$ cat src/rtl/datamem_arbiter_pkg.sv
// Shared types and constants for the two-port DataMemory arbiter.
// Used by datamem_arbiter and datamem_arb_pick.
package datamem_arbiter_pkg;

  localparam int ADDR_W_DEF = 6;
  localparam int DATA_W_DEF = 32;

  // Any address bit set under this mask is rejected:
  // the two byte-offset bits and everything above the 64-word window.
  localparam logic [31:0] ADDR_ILLEGAL_MASK = 32'hFFFF_FF03;

  typedef enum logic [1:0] {
    ST_IDLE  = 2'd0,
    ST_ISSUE = 2'd1,
    ST_RESP  = 2'd2
  } arb_state_e;

  function automatic logic addr_legal(input logic [31:0] addr);
    return (addr & ADDR_ILLEGAL_MASK) == 32'h0;
  endfunction

endpackage

$ cat src/rtl/datamem_arb_pick.sv
// Combinational grant selection for the two request ports.
// DATAMEM_ARB_FIXED_PRIORITY_EN: port 0 always wins and last_gnt is ignored.
module datamem_arb_pick (
  input  logic req0,
  input  logic req1,
  input  logic last_gnt,
  output logic gnt,
  output logic valid
);

  always_comb begin
    valid = req0 | req1;
`ifdef DATAMEM_ARB_FIXED_PRIORITY_EN
    gnt = ~req0;
`else
    if (req0 && req1) begin
      gnt = ~last_gnt;
    end else begin
      gnt = ~req0;
    end
`endif
  end

endmodule

$ cat src/rtl/datamem_arbiter.sv
// Two-port request/done sequencer in front of the 64-word DataMemory.
// Arbitration is round-robin unless DATAMEM_ARB_FIXED_PRIORITY_EN is defined.
module datamem_arbiter
  import datamem_arbiter_pkg::*;
#(
  parameter int ADDR_W = ADDR_W_DEF,
  parameter int DATA_W = DATA_W_DEF
) (
  input  logic              Clock,
  input  logic              Reset_L,
  input  logic              Req0,
  input  logic              Req1,
  input  logic              Write0,
  input  logic              Write1,
  input  logic [31:0]       Addr0,
  input  logic [31:0]       Addr1,
  input  logic [DATA_W-1:0] WData0,
  input  logic [DATA_W-1:0] WData1,
  output logic              Done0,
  output logic              Done1,
  output logic              Err0,
  output logic              Err1,
  output logic [DATA_W-1:0] RData0,
  output logic [DATA_W-1:0] RData1,
  output logic [ADDR_W-1:0] MemAddress,
  output logic [DATA_W-1:0] MemWriteData,
  output logic              MemoryRead,
  output logic              MemoryWrite,
  input  logic [DATA_W-1:0] MemReadData
);

  arb_state_e        state_q, state_d;
  logic              gnt_q, gnt_d;
  logic              last_gnt_q, last_gnt_d;
  logic              is_write_q, is_write_d;
  logic [ADDR_W-1:0] mem_addr_q, mem_addr_d;
  logic [DATA_W-1:0] mem_wdata_q, mem_wdata_d;
  logic              mem_rd_q, mem_rd_d;
  logic              mem_wr_q, mem_wr_d;
  logic [1:0]        done_q, done_d;
  logic [1:0]        err_q, err_d;

  logic              pick_gnt;
  logic              pick_valid;
  logic              sel_write;
  logic [31:0]       sel_addr;
  logic [DATA_W-1:0] sel_wdata;
  logic              sel_legal;

  datamem_arb_pick u_pick (
    .req0     (Req0),
    .req1     (Req1),
    .last_gnt (last_gnt_q),
    .gnt      (pick_gnt),
    .valid    (pick_valid)
  );

  assign sel_write = pick_gnt ? Write1 : Write0;
  assign sel_addr  = pick_gnt ? Addr1  : Addr0;
  assign sel_wdata = pick_gnt ? WData1 : WData0;
  assign sel_legal = addr_legal(sel_addr);

  always_ff @(posedge Clock or negedge Reset_L) begin
    if (!Reset_L) begin
      state_q     <= ST_IDLE;
      gnt_q       <= 1'b0;
      last_gnt_q  <= 1'b1;
      is_write_q  <= 1'b0;
      mem_addr_q  <= '0;
      mem_wdata_q <= '0;
      mem_rd_q    <= 1'b0;
      mem_wr_q    <= 1'b0;
      done_q      <= 2'b00;
      err_q       <= 2'b00;
    end else begin
      state_q     <= state_d;
      gnt_q       <= gnt_d;
      last_gnt_q  <= last_gnt_d;
      is_write_q  <= is_write_d;
      mem_addr_q  <= mem_addr_d;
      mem_wdata_q <= mem_wdata_d;
      mem_rd_q    <= mem_rd_d;
      mem_wr_q    <= mem_wr_d;
      done_q      <= done_d;
      err_q       <= err_d;
    end
  end

  // Rejected accesses skip ISSUE so the memory never sees a strobe for them.
  always_comb begin
    state_d = ST_IDLE;
    unique case (state_q)
      ST_IDLE: begin
        if (pick_valid) begin
          state_d = sel_legal ? ST_ISSUE : ST_RESP;
        end
      end
      ST_ISSUE: state_d = ST_RESP;
      ST_RESP:  state_d = ST_IDLE;
      default:  state_d = ST_IDLE;
    endcase
  end

  always_comb begin
    gnt_d       = gnt_q;
    last_gnt_d  = last_gnt_q;
    is_write_d  = is_write_q;
    mem_addr_d  = mem_addr_q;
    mem_wdata_d = mem_wdata_q;
    mem_rd_d    = 1'b0;
    mem_wr_d    = 1'b0;
    done_d      = 2'b00;
    err_d       = 2'b00;
    unique case (state_q)
      ST_IDLE: begin
        if (pick_valid) begin
          gnt_d       = pick_gnt;
          last_gnt_d  = pick_gnt;
          is_write_d  = sel_write;
          mem_addr_d  = sel_addr[ADDR_W+1:2];
          mem_wdata_d = sel_wdata;
          if (sel_legal) begin
            mem_wr_d = sel_write;
            mem_rd_d = ~sel_write;
          end else begin
            done_d[pick_gnt] = 1'b1;
            err_d[pick_gnt]  = 1'b1;
          end
        end
      end
      ST_ISSUE: done_d[gnt_q] = 1'b1;
      default: ;
    endcase
  end

  assign MemAddress   = mem_addr_q;
  assign MemWriteData = mem_wdata_q;
  assign MemoryRead   = mem_rd_q;
  assign MemoryWrite  = mem_wr_q;
  assign Done0        = done_q[0];
  assign Done1        = done_q[1];
  assign Err0         = err_q[0];
  assign Err1         = err_q[1];

  // Memory read data is only meaningful in the RESP cycle of a successful read.
  assign RData0 = (done_q[0] && !err_q[0] && !is_write_q) ? MemReadData : '0;
  assign RData1 = (done_q[1] && !err_q[1] && !is_write_q) ? MemReadData : '0;

endmodule

$ cat config.mk
export PLATFORM = sky130hd
export DESIGN_NAME = datamem_arbiter
export DESIGN_NICKNAME = d
export VERILOG_FILES = /design/src/rtl/datamem_arbiter_pkg.sv /design/src/rtl/datamem_arb_pick.sv /design/src/rtl/datamem_arbiter.sv
export SDC_FILE = /design/constraint.sdc
export NUM_CORES = 1
export LEC_CHECK = 0
export ABC_CLOCK_PERIOD_IN_PS = 2450
export BUFFER_PORTS_ARGS = -buffer_cell sky130_fd_sc_hd__buf_2
export CAP_MARGIN = 20
export CORE_MARGIN = 10
export CORE_UTILIZATION = 36
export CTS_CLUSTER_DIAMETER = 40
export DETAILED_ROUTE_END_ITERATION = 8
export PLACE_DENSITY = 0.89
export SETUP_SLACK_MARGIN = 0.4
export SYNTH_ARGS = -nofsm -noshare
export SYNTH_HDL_FRONTEND = slang
export SYNTH_SLANG_ARGS = --single-unit
$ cat constraint.sdc
create_clock -name Clock -period 2.45 [get_ports Clock]
set_clock_uncertainty 0.2 [all_clocks]
set_input_delay 0.1225 -clock Clock [delete_from_list [all_inputs] [get_ports Clock]]
set_output_delay 0.1225 -clock Clock [all_outputs]
set_load 0.005 [all_outputs]
### Word level (Yosys, flattened, before mapping)

Index checks and enable logic that the tools add are counted.
W data, S select, Z words.

* input port bits: 166
* logic and storage cells: 55
* register bits after elaboration: 49

* eq/ne operators: 1
* $lt $le $gt $ge: 4
* muxes and demuxes: 23
* bitwise gates (word level): 4
* reduce and logical (&&, ||, !) cells: 13

Operators by type and width (count)
* $mux W32: 4
* $logic_not A32 Y1: 1
* $mux W1: 10
* $mux W2: 5
* $pmux W2 S2: 2
* $logic_and A1 B1 Y1: 7
* $lt A1 B2 Y1 const B: 2
* $logic_not A1 Y1: 3
* $not A1 Y1: 3
* $demux W1 S1: 2
* $eq A2 B1 Y1 const B: 1
* $ge A1 B1 Y1 const B: 2
* $logic_not A2 Y1: 1
* $reduce_and A2 Y1: 1
* $or A1 B1 Y1: 1

### Longest topological paths before layout

* word-level depth: 9
* gate-level depth with buffers: 6

### Hierarchy

From an unflattened synthesis, not the netlist that was laid out.

* cell total of the unflattened synthesis: 294
* area total of the unflattened synthesis: 2736.4 um^2

By module, submodules not included
* datamem_arbiter: cells an instance 291, area an instance 2721.4 um^2, seq. area each 1227.4 um^2, instances 1
* datamem_arb_pick: cells an instance 3, area an instance 15.0 um^2, seq. area each 0.0 um^2, instances 1

### Worst setup path before layout

OpenSTA, ideal clock, no wires.

* kind: reg-to-reg
* from: register last_gnt_q
* to: register mem_wr_q (netlist: MemoryWrite)
* cell stages (with the launch flop): 6
* data arrival time: 1500 ps
* required time: 2163 ps
* path buffers: 1
* library setup time: 87 ps
* slack: 663 ps
* cells stage by stage: dfstp_2 > nand2b_1 > and2_1 > buf_2 > or4_1 > a211oi_2

* cells in the longest elaborated chain, start to end: 7
* elaborated cells between the ends (all ways): 8
* classes of those cells: 6 x mux; 1 x bitwise; 1 x reduce/logical

RTL lines
* start: declaration: RTL line datamem_arbiter.sv:34 `logic last_gnt_q, last_gnt_d;`
* start signal: assignment: RTL line datamem_arbiter.sv:78 `last_gnt_q <= last_gnt_d;`
* $not A1 Y1 *: RTL line datamem_arb_pick.sv:17 `gnt = ~last_gnt;`
* $mux W1 *: RTL line datamem_arb_pick.sv:16 `if (req0 && req1) begin`
* $mux W32: RTL line datamem_arbiter.sv:59 `assign sel_addr = pick_gnt ? Addr1 : Addr0;`
* $logic_not A32 Y1: RTL line datamem_arbiter_pkg.sv:19 `return (addr & ADDR_ILLEGAL_MASK) == 32'h0;`
* $mux W1 *: RTL line datamem_arbiter.sv:122 `if (sel_legal) begin`
* $mux W1 *: RTL line datamem_arbiter.sv:116 `if (pick_valid) begin`
* $mux W1 *: RTL line datamem_arbiter.sv:114 `unique case (state_q)`
* via mem_wr_d: RTL line datamem_arbiter.sv:39 `logic mem_wr_q, mem_wr_d;`
* end signal: assignment: RTL line datamem_arbiter.sv:83 `mem_wr_q <= mem_wr_d;`
* end: declaration: RTL line datamem_arbiter.sv:39

Mark *: on every way through the listed nets, which the timed path passes. The rest lies on a longest branch.
A chain may end at the register's enable or synchronous reset.

### Worst setup path after layout

Ends and elaborated chain as after synthesis.

==> results by group <==
Die
  • Number of core rows: 31
  • Initial standard-cell utilization of the core: 0.374
  • Standard cell core area: 0.00729 mm2
  • Full die area: 0.0115 mm2
  • I/O Pins: 274
  • Chip Height: 107 um
  • Chip width: 107 um

Synth
  • Synthesized netlist cell count: 294
  • Most used standard cell by instance count after synthesis: sky130_fd_sc_hd__and2_1
  • Post-synthesis instance area: 0.00273 mm2
  • Post-Synth Simple-Gate Area: 0.276
  • Share of synthesized area occupied by flip-flops and latches: 0.450
  • Unique cell type count in the Yosys netlist: 26
  • Total of flip-flops plus latches after synthesis: 49
  • Cell types occupying the most area after synthesis: sky130_fd_sc_hd__dfrtp_1 44%, sky130_fd_sc_hd__and2_1 15%, sky130_fd_sc_hd__mux2i_1 14%
  • Share of flip-flops with an asynchronous set or reset: 1.00
  • Post-synthesis adder-cell area fraction: 0
  • Most used standard cells in the synthesized netlist: 65 x sky130_fd_sc_hd__and2_1, 48 x sky130_fd_sc_hd__dfrtp_1, 42 x sky130_fd_sc_hd__nand2_1
  • Compound-cell area share of the yosys netlist: 0.0996
  • Yosys warnings: 0
  • Proportion of synthesized area in mux cells: 0.143
  • Main combinational cell family by area after synthesis: simple AND/OR/NAND/NOR gates
  • Synthesized area divided by synthesized cell count: 9.27 um2
  • Predominant post-synthesis flop cell: sky130_fd_sc_hd__dfrtp_1
  • Cell accounting for the most synthesized area: sky130_fd_sc_hd__dfrtp_1
  • Syn nets: 460
  • Area fraction of the dominant cell type after synthesis: 0.441
  • Xor-xnor portion of the synthesized cell area: 0
  • Number of enable flip-flop cells after synthesis: 0

GRT
  • Met3 capacity usage during global routing: 0.104
  • GR met1 Demand/Resource: 0.214
  • Combined global-route utilization of all metal layers: 0.250
  • Grt ovf: 0
  • Vias in the first global route: 4105
  • Busiest layer in global routing: met2
  • Initial antenna violation count: 3
  • Met2 routing resource usage after global routing: 0.462
  • Largest net degree at the start of global routing: 59
  • Global-route wire length before repair: 22.6 mm

Worst hold path
  • Startpoint of the worst hold path: Write1
  • Worst Hold Class: input port to flip-flop
  • Hold path cells: 3
  • Endpoint with the worst hold slack: is_write_q

Power and ir drop
  • Cell internal power dissipation: 0.00178 W
  • Part of the power in registers: 0.402
  • Pleak: 2.84 nW
  • Net Sw Frac: 0.323
  • Total power draw: 0.00262 W
  • Worst vdd ir: 345 uV
  • Clock share of power: 0.223
  • Switching component of the power: 0.000848 W
  • Part of the power in combinational logic: 0.374
  • Pwr dens: 505 mW/mm2

Timing
  • Setup violators final: 0
  • Setup tns final: 0 ps
  • Max transition margin: 0.557
  • Maximum clock frequency: 507 MHz
  • Max-slew violation total from the final report: 0
  • Crit path time final: 1970 ps
  • Slew at the pin closest to its max-slew limit: 661 ps
  • Post-route clock period utilization: 0.805
  • RSZ-0062 raised after global routing: yes
  • Final hold vios: 0

Detailed routing
  • Routed length per instance: 20.4 um
  • Via count: 3723
  • First-iteration detailed-routing DRC count: 118
  • DRT Pass-1 Iters: 4
  • Total Wirelength: 15.3 mm
  • Number of routed nets with antenna violations: 0
  • Post-route DRC: 0
  • Routed via count divided by cell count: 4.98

Layout
  • Register Area: 0.00123 mm2
  • Area added between synthesis and finish: 90.5%
  • Area of combinational cells with multiple inputs: 0.00146 mm2
  • Fraction of layout cells with a size suffix above 1: 0.470
  • Nets@finish: 810
  • Fill cell instance count of the final layout: 556

Placement
  • Gp weighted congestion: 1.05
  • Hpwl dp: 10.9 mm
  • Port Buffer Count: 273

Critical path
  • CP required: 2480 ps
  • Setup Crit Path Kind: flip-flop to flip-flop
  • Highest net fanout along the worst path: 10
  • Endpoint type of the worst setup path: flip-flop
  • RR Startpoint: last_gnt_q
  • Worst R2R End: MemoryWrite
  • Flop-to-flop setup slack: 480 ps
  • Path depth of the worst reg2reg path: 4
  • CP arrival: 2000 ps
  • Crit start category: flip-flop

Clocking
  • Number of levels the H-tree was split into: 2
  • CTS tree: done
  • Clk sinks: 49
  • Post-CTS clock slew at the launch and capture registers of the worst setup and hold paths: 100 ps
  • Number of clock buffers inserted by TritonCTS: 5
  • Clock Path Buffers: 2
  • Worst-Skew Late Latency: 300 ps
  • Clock tree root driver cell: sky130_fd_sc_hd__clkbuf_8

Flow run
  • Number of maximum-capacitance violations: 0

Status
  • Run status: finished, final reports clean
==> worst max-delay path by stage <==
stage / startpoint / to
after floorplan: last_gnt_q / MemoryWrite
after global routing: last_gnt_q / MemoryWrite
after detailed placement: last_gnt_q / MemWriteData[12]
after CTS: last_gnt_q / MemoryRead
after global placement: last_gnt_q / MemoryRead
final: last_gnt_q / MemoryWrite
==> critical path: stages (launching register included) <==
cell                       delay, ps
sky130_fd_sc_hd__dfstp_2         380
sky130_fd_sc_hd__nand2b_1        200
sky130_fd_sc_hd__and2_2          330
sky130_fd_sc_hd__or4_1           590
sky130_fd_sc_hd__a211oi_2        190
==> registers in the layout, indices dropped and copies added, names as in the netlist <==
signal        count
MemWriteData     32
MemAddress        6
done_q            2
err_q             2
state_q           2
MemoryRead        1
MemoryWrite       1
gnt_q             1
is_write_q        1
last_gnt_q        1
==> metal layers <==
metal / routed length (um) / vias up / part of all wire
met4: 956 / 0 / 0.063
li1: - / 1714 / -
met5: 0 / - / 0
met2: 8050 / 255 / 0.53
met3: 1580 / 66 / 0.10
met1: 4680 / 1688 / 0.31
==> area by class of cell <==
class	instances	area share
inverters	1	0.000723
clock buffers	5	0.0133
flip-flops and latches	49	0.236
multi-input cells	225	0.281
clock inverters	3	0.00843
well taps	99	0.0239
diodes	4	0.00193
repair buffers	362	0.435
==> stage by stage <==
step	hold slack (ps)	area, um2	utilization	setup WS (ps)	cells
5_1_grt	22.3	5190	0.712	399	747
3_3_place_gp	149	4220	0.579	458	653
2_1_floorplan	-373	2730	-	663	294
3_5_place_dp	159	4220	0.579	347	653
6_report	3.83	5190	0.712	478	748
4_1_cts	0.916	5130	0.703	477	740
==> cells by family (layout without fill, tap and decap cells) <==
| group | after synthesis | in the layout |
|---|---|---|
| simple gates | 136 | 137 |
| compound gates | 49 | 49 |
| flops | 49 | 49 |
| mux | 39 | 39 |
| buf+inv | 21 | 371 |
| other cells | 0 | 4 |
==> layout by cell type (no fill, tap or decap), types with 2 or more instances in the layout <==
master                          instances
sky130_fd_sc_hd__buf_12                 2
sky130_fd_sc_hd__dlygate4sd3_1         79
sky130_fd_sc_hd__a21oi_1                2
sky130_fd_sc_hd__diode_2                4
sky130_fd_sc_hd__dfrtp_1               48
sky130_fd_sc_hd__mux2i_1               39
sky130_fd_sc_hd__nand2_1               42
sky130_fd_sc_hd__nor2_1                 3
sky130_fd_sc_hd__buf_4                  8
sky130_fd_sc_hd__nor3b_2                2
sky130_fd_sc_hd__nor3_1                 2
sky130_fd_sc_hd__or4_4                  2
sky130_fd_sc_hd__clkbuf_8               5
sky130_fd_sc_hd__nor4_2                 2
sky130_fd_sc_hd__or4_1                  2
sky130_fd_sc_hd__buf_2                273
sky130_fd_sc_hd__and2_1                64
sky130_fd_sc_hd__nor4_1                10
sky130_fd_sc_hd__o31ai_1                2
sky130_fd_sc_hd__nand4_1                2
sky130_fd_sc_hd__nand2b_1               2
sky130_fd_sc_hd__o21ai_0               39
==> power by group through the flow <==
stage,combinational (W),clock [W],sequential [W]
after detailed placement,0.000838,0,0.00106
after global placement,0.000808,0,0.00105
after floorplan,0.000339,0,0.00107
final,0.000982,0.000585,0.00106
after CTS,0.000943,0.000596,0.00105
after global routing,0.00107,0.000615,0.00108
==> what timing repair did <==
action                                  4_1_cts  5_1_grt
endpoints found under the hold margin        88        0
gates cloned                                  0        1
pin swaps                                     0        1
hold buffers                                 79        0
endpoints found under the setup margin       26       11
buffers inserted                              0        2
gates resized for setup                       1        2
Note: power is estimated with default switching activity, not from simulation.
